--- config.mk ---
export PLATFORM = sky130hd
export DESIGN_NAME = seven_seg_scanner
export DESIGN_NICKNAME = d
export VERILOG_FILES = /design/src/rtl/seg_pkg.sv /design/src/rtl/seg_hex_decode.sv /design/src/rtl/seven_seg_scanner.sv
export SDC_FILE = /design/constraint.sdc
export NUM_CORES = 1
export LEC_CHECK = 0
export BUFFER_PORTS_ARGS = -buffer_cell sky130_fd_sc_hd__buf_2
export CAP_MARGIN = 20
export CORE_MARGIN = 3
export CORE_UTILIZATION = 40
export CTS_CLUSTER_DIAMETER = 60
export DETAILED_ROUTE_END_ITERATION = 8
export HOLD_SLACK_MARGIN = 0.12
export SYNTH_ARGS = -nofsm -noshare
export SYNTH_HDL_FRONTEND = slang
export SYNTH_HIERARCHICAL = 1
export SYNTH_SLANG_ARGS = --single-unit
--- constraint.sdc ---
create_clock -name clk -period 9.4 [get_ports clk]
set_input_delay 0.47 -clock clk [delete_from_list [all_inputs] [get_ports clk]]
set_output_delay 0.47 -clock clk [all_outputs]
set_load 0.005 [all_outputs]
--- src/rtl/seg_pkg.sv ---
// Shared 7-segment definitions: segment vector type, the all-off pattern and
// the active-low hex glyph table (bit 6 = A ... bit 0 = G).
package seg_pkg;

  typedef logic [6:0] seg_t;

  localparam seg_t SEG_OFF = 7'b1111111;

  localparam seg_t HEX_TABLE [16] = '{
    7'b0000001, 7'b1001111, 7'b0010010, 7'b0000110,
    7'b1001100, 7'b0100100, 7'b0100000, 7'b0001111,
    7'b0000000, 7'b0000100, 7'b0001000, 7'b1100000,
    7'b0110001, 7'b1000010, 7'b0110000, 7'b0111000
  };

endpackage

--- src/rtl/seg_hex_decode.sv ---
// Combinational hex-to-segment decoder, active-low glyphs from seg_pkg.
module seg_hex_decode
  import seg_pkg::*;
(
  input  logic [3:0] hex_i,
  output logic [6:0] seg_o
);

  assign seg_o = HEX_TABLE[hex_i];

endmodule

--- src/rtl/seven_seg_scanner.sv ---
// Time-multiplexed N-digit 7-segment scanner with shadow/active data copies,
// leading-zero suppression, anode dead time and a frame-done strobe.
module seven_seg_scanner
  import seg_pkg::*;
#(
  parameter int DIGITS         = 4,
  parameter int REFRESH_DIV    = 50000,
  parameter bit SEG_ACTIVE_LOW = 1'b1,
  parameter bit AN_ACTIVE_LOW  = 1'b1
) (
  input  logic                  clk,
  input  logic                  rst,
  input  logic                  load,
  input  logic [4*DIGITS-1:0]   digits_in,
  input  logic [DIGITS-1:0]     dp_in,
  input  logic [DIGITS-1:0]     blank_in,
  input  logic                  lz_suppress,
  output logic [6:0]            seven,
  output logic                  dp,
  output logic [DIGITS-1:0]     an,
  output logic                  frame_done
);

  localparam int PW = $clog2(REFRESH_DIV);
  localparam int IW = $clog2(DIGITS);

  localparam logic [6:0]        SEVEN_OFF = SEG_ACTIVE_LOW ? SEG_OFF : ~SEG_OFF;
  localparam logic              DP_ON     = SEG_ACTIVE_LOW ? 1'b0 : 1'b1;
  localparam logic              DP_OFF    = ~DP_ON;
  localparam logic [DIGITS-1:0] AN_OFF    = AN_ACTIVE_LOW ? {DIGITS{1'b1}} : {DIGITS{1'b0}};

  logic [PW-1:0]       presc_q, presc_d;
  logic [IW-1:0]       idx_q, idx_d;
  logic [4*DIGITS-1:0] sh_digits_q, act_digits_q, act_digits_d;
  logic [DIGITS-1:0]   sh_dp_q, act_dp_q, act_dp_d;
  logic [DIGITS-1:0]   sh_blank_q, act_blank_q, act_blank_d;
  logic                sh_lz_q, act_lz_q, act_lz_d;
  logic [6:0]          seven_q, seven_d;
  logic                dp_q, dp_d;
  logic [DIGITS-1:0]   an_q, an_d;
  logic                frame_q, frame_d;

  logic                wrap_s;
  logic [DIGITS-1:0]   sup_s;
  logic                zero_run_s;
  logic [3:0]          digit_sel_s;
  logic [6:0]          dec_s;

  // Shadow copy: free to change any cycle, never drives the display directly.
  always_ff @(posedge clk or posedge rst) begin
    if (rst) begin
      sh_digits_q <= {(4*DIGITS){1'b0}};
      sh_dp_q     <= {DIGITS{1'b0}};
      sh_blank_q  <= {DIGITS{1'b0}};
      sh_lz_q     <= 1'b0;
    end else if (load) begin
      sh_digits_q <= digits_in;
      sh_dp_q     <= dp_in;
      sh_blank_q  <= blank_in;
      sh_lz_q     <= lz_suppress;
    end
  end

  // Prescaler, slot index and active copy; outputs below use these next values.
  always_comb begin
    wrap_s       = (presc_q == PW'(REFRESH_DIV - 1));
    presc_d      = presc_q + PW'(1);
    idx_d        = idx_q;
    act_digits_d = act_digits_q;
    act_dp_d     = act_dp_q;
    act_blank_d  = act_blank_q;
    act_lz_d     = act_lz_q;
    frame_d      = 1'b0;
    if (wrap_s) begin
      presc_d      = {PW{1'b0}};
      idx_d        = (idx_q == IW'(DIGITS - 1)) ? {IW{1'b0}} : idx_q + IW'(1);
      frame_d      = (idx_q == IW'(DIGITS - 1));
      act_digits_d = sh_digits_q;
      act_dp_d     = sh_dp_q;
      act_blank_d  = sh_blank_q;
      act_lz_d     = sh_lz_q;
    end else begin
      frame_d = 1'b0;
    end
  end

  // A digit is suppressed while it and everything above it is zero; digit 0 never is.
  always_comb begin
    sup_s      = {DIGITS{1'b0}};
    zero_run_s = act_lz_d;
    for (int i = DIGITS - 1; i >= 1; i--) begin
      zero_run_s = zero_run_s && (act_digits_d[4*i +: 4] == 4'h0);
      sup_s[i]   = zero_run_s;
    end
  end

  assign digit_sel_s = act_digits_d[4*idx_d +: 4];

  seg_hex_decode u_dec (
    .hex_i (digit_sel_s),
    .seg_o (dec_s)
  );

  // Output stage: segments settle with the index, anodes held off while prescaler is 0.
  always_comb begin
    seven_d = SEG_ACTIVE_LOW ? dec_s : ~dec_s;
    dp_d    = act_dp_d[idx_d] ? DP_ON : DP_OFF;
    an_d    = AN_OFF;
    if (act_blank_d[idx_d]) begin
      seven_d = SEVEN_OFF;
      dp_d    = DP_OFF;
    end else if (sup_s[idx_d]) begin
      seven_d = SEVEN_OFF;
    end else begin
      seven_d = SEG_ACTIVE_LOW ? dec_s : ~dec_s;
    end
    if (presc_d != {PW{1'b0}}) begin
      an_d = AN_ACTIVE_LOW ? ~({{(DIGITS-1){1'b0}}, 1'b1} << idx_d)
                           :  ({{(DIGITS-1){1'b0}}, 1'b1} << idx_d);
    end else begin
      an_d = AN_OFF;
    end
  end

  // State and registered output update.
  always_ff @(posedge clk or posedge rst) begin
    if (rst) begin
      presc_q      <= {PW{1'b0}};
      idx_q        <= {IW{1'b0}};
      act_digits_q <= {(4*DIGITS){1'b0}};
      act_dp_q     <= {DIGITS{1'b0}};
      act_blank_q  <= {DIGITS{1'b0}};
      act_lz_q     <= 1'b0;
      seven_q      <= SEVEN_OFF;
      dp_q         <= DP_OFF;
      an_q         <= AN_OFF;
      frame_q      <= 1'b0;
    end else begin
      presc_q      <= presc_d;
      idx_q        <= idx_d;
      act_digits_q <= act_digits_d;
      act_dp_q     <= act_dp_d;
      act_blank_q  <= act_blank_d;
      act_lz_q     <= act_lz_d;
      seven_q      <= seven_d;
      dp_q         <= dp_d;
      an_q         <= an_d;
      frame_q      <= frame_d;
    end
  end

  assign seven      = seven_q;
  assign dp         = dp_q;
  assign an         = an_q;
  assign frame_done = frame_q;

endmodule

==> results.yml, run 1 <==
run_status:
  status: "complete, no violations"
timing:
  hold_viol: 0
  setup_tns_ns: 0
  report.final.slew_viol_count: 0
  finalSetupViolCount: 0
  fin_skew_ns: 0.0114
  relSlewSlack_pct: 37.7
  tightest_slew_ns: 0.908
  fin_crit_ns: 4.52
  rsz0062_at_grt: "no"
  period_share_pct: 48.1
  max_clock_freq_mhz: 221
synth:
  avgSynthCellArea_sq_um: 12.0
  synth.top_cell.area_share_pct: 42.9
  synth-seq-cells: 81
  syn_nets: 372
  async_reset_ff_share_pct: 100
  synth_edf_count: 0
  ys.flop_type: "dfrtp_1"
  ys_warn_count: 6
  synth_cell_type_count: 53
  ys_top_cells_by_area: "dfrtp_1, mux2_2, dfstp_2"
  synthTopCellsByCount: "dfrtp_1, mux2_2, mux2i_1"
  synth.cell_area_sq_mm: 0.00402
  post-synth-top-area-cell: "dfrtp_1"
  yosysMostFrequentCell: "dfrtp_1"
  seq_area_frac_synth_pct: 50.7
  syn_inst: 335
drt:
  via_per_inst: 5.35
  dr.pass1.iters: 4
  final_antenna_net_count: 0
  drcViolationCount: 0
  wl_um: 8170
  avgRoutedWirePerCell_um: 16.0
  drt-initial-drc-count: 122
  vias: 2721
clock_network:
  postCtsSetupBuffers: 0
  hold_buffers: 0
  clkLatencyLatePin_ns: 0.37
  cts.sinks: 81
  htreeDepth: 3
  cts-resized-gates: 0
  cts_buffers: 9
  cts_root_buffer: "clkbuf_8"
  cts_buffer_depth: 2
  cts_tree: "yes"
  clkSlewWorstSetupHoldPaths_ns: 0.08
power_and_ir_drop:
  p_comb_share_pct: 4.3
  internal_power_mw: 0.540
  sw_frac_of_total_pct: 21.8
  power.net_switching_mw: 0.150
  pwr-share-clk_pct: 42.4
  ir_drop_v: 0.0000649
  leakage_nw: 2.11
  power_density_mw_per_mm2: 150
  power_mw: 0.690
  seqPwrFrac_pct: 53.3
global_route:
  overflow: 0
  grt_pass1_vias: 2705
  grt_max_degree: 82
  grt_pass1_wl_um: 13800
  grt_antenna_before_repair: 0
  track_usage_pct: 15.5
finish:
  diodes: 0
  drive_above_1_share_pct: 35.3
  fill_cells: 883
  final_nets: 412
  stdcell_area_sq_mm: 0.00461
  syn_to_final_growth_pct: 14.6
setup_path:
  worstPathArrival_ns: 4.81
  crit_buf_inv: 3
  slowest_stage: "mux2i_1"
  critPathLaunchType: "flop"
  worstSetupPathType: "flop to flop"
  crit_chain: "or4b_4 -> nor4_4 -> buf_4 -> mux2i_1 -> mux2i_1 -> inv_1 -> ha_1 -> inv_1 -> mux4_2 -> nand2b_1"
  cp-end-kind: "flop"
  cp_top_family: "multiplexers"
  path_max_fanout: 46
  required_ns: 9.68
  r2r_slack_ns: 4.88
  max_stage_delay_ns: 0.83
floorplan:
  die_h_um: 106
  start_util_pct: 42.3
  rows: 35
  die_w_um: 106
  core_sq_mm: 0.00950
  boundaryPins: 41
  dieArea_sq_mm: 0.0113
hold_path:
  hold_class: "input pin to flop"
flow_run:
  maxCapViolations: 0
placed_design:
  port_buffers: 40
  place.gp.congestion: 0.859
  place_area_sq_mm: 0.00434
  dp_hpwl_um: 5680
==> state kept, by name, summed over array words and instances, names as in the netlist, 2 cells and up <==
register      cells
act_blank_q       4
act_digits_q     16
act_dp_q          4
an                4
idx_q             2
presc_q          16
seven             7
sh_blank_q        4
sh_digits_q      16
sh_dp_q           4
==> kinds of logic after synthesis <==
group | after synthesis | synth area share [%]
AO/OA/AOI/OAI | 40 | 6.65
XOR/XNOR | 11 | 2.39
adder cells (fa/ha/maj) | 9 | 2.80
buffers and inverters | 28 | 2.86
flip-flops | 81 | 50.7
multiplexers | 76 | 21.4
AND/OR/NAND/NOR | 90 | 13.2
==> worst paths after layout <==
kind	startpoint	endpoint	depth (start not counted)
max in group asynchronous	rst	dp$_DFF_PP1_	5
hold / removal	blank_in[3]	sh_blank_q[3]$_DFFE_PP0P_	2
setup reg to reg	presc_q[4]$_DFF_PP0_	seven[3]$_DFF_PP1_	10
hold reg to reg	act_digits_q[0]$_DFF_PP0_	act_digits_q[0]$_DFF_PP0_	1
setup / recovery	presc_q[4]$_DFF_PP0_	seven[3]$_DFF_PP1_	10
min in group asynchronous	rst	sh_digits_q[2]$_DFFE_PP0P_	4
==> through the flow <==
step           util [%]  hold slack (ns)  cells  setup WS [ns]
5_1_grt            48.5            0.313    509           4.57
3_3_place_gp       45.6            0.487    490           5.12
4_1_cts            48.0            0.316    506           4.88
2_1_floorplan         -            0.472    335           5.55
6_report           48.5            0.332    509           4.88
3_5_place_dp       45.6            0.494    490           4.92
==> power groups by stage <==
stage	Clock [mW]	Combinational [mW]	Sequential [mW]
floorplan	0	0.0195	0.371
global placement	0	0.0281	0.374
detailed placement	0	0.0289	0.375
CTS	0.300	0.0290	0.368
global route	0.315	0.0339	0.370
finish	0.292	0.0296	0.368
==> metal layers <==
metal	wire (um)	global-route usage, %	share of wire (%)
met5	0	0	0
met4	129	5.46	1.6
met3	311	4.25	3.8
met2	3880	24.3	47
met1	3850	20.5	47
==> final cells by class <==
type | count | area (sq um) | area share (%)
clock inverter | 4 | 75.1 | 1.63
timing repair buffer | 46 | 268 | 5.81
tap | 129 | 161 | 3.50
sequential | 81 | 2040 | 44.3
clock buffer | 12 | 155 | 3.36
inverter | 11 | 42.5 | 0.923
multi-input combinational | 226 | 1870 | 40.5
==> layout by cell type (no fill, tap or decap), types with 4 or more instances in the layout <==
cell,n
nor2_1,12
dfrtp_1,69
ha_1,9
a21oi_1,6
clkbuf_8,11
xor2_1,5
nor4_1,8
buf_2,40
or3_1,4
inv_1,8
mux2_2,50
nor2b_1,4
nand3_1,14
o211ai_1,4
nand4_1,4
nor3_1,6
nand2b_1,10
mux2i_1,23
buf_4,4
o21ai_0,13
nand2_1,11
dfstp_2,12
xnor2_1,6
Note: power is estimated with default switching activity, not from simulation.
==> inputs of run 2 (changes only) <==
--- a/config.mk
+++ b/config.mk
@@ -5,6 +5,7 @@
 export SDC_FILE = /design/constraint.sdc
 export NUM_CORES = 1
 export LEC_CHECK = 0
+export ABC_AREA = 1
 export BUFFER_PORTS_ARGS = -buffer_cell sky130_fd_sc_hd__buf_2
 export CAP_MARGIN = 20
 export CORE_MARGIN = 3
==> constraint.sdc (replaced) <==
create_clock -name clk -period 3.8 [get_ports clk]
set_input_delay 0.19 -clock clk [delete_from_list [all_inputs] [get_ports clk]]
set_output_delay 0.19 -clock clk [all_outputs]
set_load 0.005 [all_outputs]
==> results.yml, run 2 <==
run_status:
  status: "complete, no violations"
timing:
  fin_crit_ns: 3.04
  report.final.slew_viol_count: 0
  finalSetupViolCount: 0
  tightest_slew_ns: 0.913
  setup_slack_ns: 0.761
  rsz0062_at_grt: "no"
  setup_tns_ns: 0
  fin_skew_ns: 0.0110
  hold_viol: 0
  relSlewSlack_pct: 39.0
  max_clock_freq_mhz: 329
  period_share_pct: 80.0
global_route:
  overflow: 0
  grt_pass1_vias: 3158
  grt_max_degree: 54
  track_usage_pct: 16.6
  grt_antenna_before_repair: 0
  grt_pass1_wl_um: 14900
clock_network:
  cts_root_buffer: "clkbuf_8"
  clkSlewWorstSetupHoldPaths_ns: 0.08
  cts.sinks: 81
  cts_tree: "yes"
  cts_buffer_depth: 2
  clkLatencyLatePin_ns: 0.36
  cts-resized-gates: 0
  cts_buffers: 9
  postCtsSetupBuffers: 0
  htreeDepth: 3
synth:
  avgSynthCellArea_sq_um: 8.26
  synth_cell_type_count: 31
  synth.top_cell.area_share_pct: 42.8
  synth.cell_area_sq_mm: 0.00403
  syn_inst: 488
  async_reset_ff_share_pct: 100
  synth_edf_count: 0
  ys_top_cells_by_area: "dfrtp_1, nand2_1, dfstp_2"
  synthTopCellsByCount: "nand2_1, dfrtp_1, inv_1"
  yosysMostFrequentCell: "nand2_1"
  seq_area_frac_synth_pct: 50.7
  post-synth-top-area-cell: "dfrtp_1"
  ys.flop_type: "dfrtp_1"
  synth-seq-cells: 81
  ys_warn_count: 6
  syn_nets: 525
finish:
  drive_above_1_share_pct: 20.1
  layout_common_cells: "nand2_1, dfrtp_1, inv_1, buf_2, nand3_1"
  mostFrequentLayoutCell: "nand2_1"
  syn_to_final_growth_pct: 19.7
  top_regs: "act_digits_q (16), presc_q (16), sh_digits_q (16)"
  layout.cells.non_filler: 694
  diodes: 0
  final_nets: 593
placed_design:
  place_ws_ns: 0.788
  place.gp.congestion: 0.897
  dp.cells: 652
  port_buffers: 40
  dp_hpwl_um: 6220
power_and_ir_drop:
  sw_frac_of_total_pct: 21.2
  power.net_switching_mw: 0.357
  power_mw: 1.68
  internal_power_mw: 1.33
  power_density_mw_per_mm2: 349
  seqPwrFrac_pct: 53.4
  pwr-share-clk_pct: 41.4
  ir_drop_v: 0.000185
  p_comb_share_pct: 5.2
  leakage_nw: 2.57
floorplan:
  die_w_um: 106
  boundaryPins: 41
  die_h_um: 106
  dieArea_sq_mm: 0.0113
  start_util_pct: 41.2
  rows: 36
  core_sq_mm: 0.00977
setup_path:
  reg2reg_from: "presc_q[0]$_DFF_PP0_"
  reg2reg_to: "seven[3]$_DFF_PP1_"
  path_max_fanout: 34
  worstPathArrival_ns: 3.32
  required_ns: 4.08
  worstSetupPathType: "flop to flop"
  critPathLaunchType: "flop"
  rr_worst_depth: 16
  cp-end-kind: "flop"
  r2r_slack_ns: 0.76
drt:
  vias: 3211
  wl_um: 8500
  via_per_inst: 4.63
  final_antenna_net_count: 0
  avgRoutedWirePerCell_um: 12.2
  drcViolationCount: 0
  dr.pass1.iters: 4
  drt-initial-drc-count: 158
hold_path:
  whs_endpoint: "sh_digits_q[8]$_DFFE_PP0P_"
  hold_depth: 3
  hold_class: "input pin to flop"
  min_from: "load"
flow_run:
  maxCapViolations: 0
## run 2: changes by cell type after synthesis, moves of 10 or more
cell / delta
mux2i_1: -23
mux2_2: -39
nand2_1: +148
nand3_1: +22
inv_1: +59
nand2b_1: -10
nor2_1: +22
o21ai_1: +10
## run 2: timing repair
item,in CTS,in global routing
setup endpoints to repair,0,0
hold endpoints to repair,65,0
hold buffers,26,0
## run 2: how the worst max path moves through the flow
stage,start,endpoint,slack [ns]
finish,presc_q[0]$_DFF_PP0_,seven[3]$_DFF_PP1_,0.76
global route,presc_q[0]$_DFF_PP0_,seven[4]$_DFF_PP1_,0.41
CTS,presc_q[0]$_DFF_PP0_,seven[3]$_DFF_PP1_,0.76
detailed placement,presc_q[0]$_DFF_PP0_,seven[3]$_DFF_PP1_,0.79
global placement,presc_q[0]$_DFF_PP0_,seven[3]$_DFF_PP1_,0.93
floorplan,presc_q[0]$_DFF_PP0_,seven[3]$_DFF_PP1_,1.29
## run 2: kinds of logic (layout without fill, tap and decap cells)
| logic type | after synthesis | count (layout) | synth area share [%] |
|---|---|---|---|
| XOR/XNOR | 3 | 3 | 0.652 |
| AO/OA/AOI/OAI | 38 | 38 | 5.40 |
| buffers and inverters | 83 | 156 | 8.54 |
| multiplexers | 11 | 11 | 3.07 |
| adder cells (fa/ha/maj) | 9 | 9 | 2.79 |
| AND/OR/NAND/NOR | 263 | 263 | 28.9 |
| flip-flops | 81 | 81 | 50.7 |
## run 2: layout make-up
type                    count  area (sq um)
fillers                   947          4950
flip-flops and latches     81          2040
multi-input cells         324          1640
repair buffers             67           468
inverters                  73           275
clock buffers              15           196
well taps                 133           166
clock inverters             1          30.0
## run 2: through the flow
stage	hold slack [ns]	instance area, sq um	util [%]
after detailed placement	0.405	4340	44.4
final	0.360	4820	49.3
after floorplan	0.307	4030	-
after CTS	0.358	4820	49.3
after global routing	0.393	4820	49.3
after global placement	0.395	4340	44.4
## run 2: worst max-delay path, stage by stage (launching register included)
cell	delay, ns
dfrtp_1	0.37
ha_1	0.21
nand3_2	0.19
nor2_4	0.30
nand2_4	0.27
nand2_2	0.13
nand2_2	0.09
nor2_2	0.24
nand2_1	0.09
nand4_1	0.22
inv_1	0.15
ha_1	0.33
nand2_1	0.05
nand3_1	0.10
nand2_1	0.05
nor2_1	0.10
nand2_1	0.06
## run 2: per-layer routing
layer | track usage, % | part of all wire, % | vias to the layer above | wire length [um]
met5 | 0 | 0 | - | 0
met4 | 7.68 | 3.6 | 0 | 306
met3 | 3.58 | 3.3 | 20 | 282
met2 | 27.1 | 48 | 57 | 4080
met1 | 21.2 | 45 | 1488 | 3820
li1 | - | - | 1646 | -
## run 2: power groups by stage
stage | Combinational [mW] | Sequential [mW] | Clock, mW
5_1_grt | 0.102 | 0.900 | 0.751
3_3_place_gp | 0.0683 | 0.914 | 0
3_5_place_dp | 0.0705 | 0.914 | 0
2_1_floorplan | 0.0433 | 0.910 | 0
6_report | 0.0879 | 0.897 | 0.697
4_1_cts | 0.0909 | 0.898 | 0.721
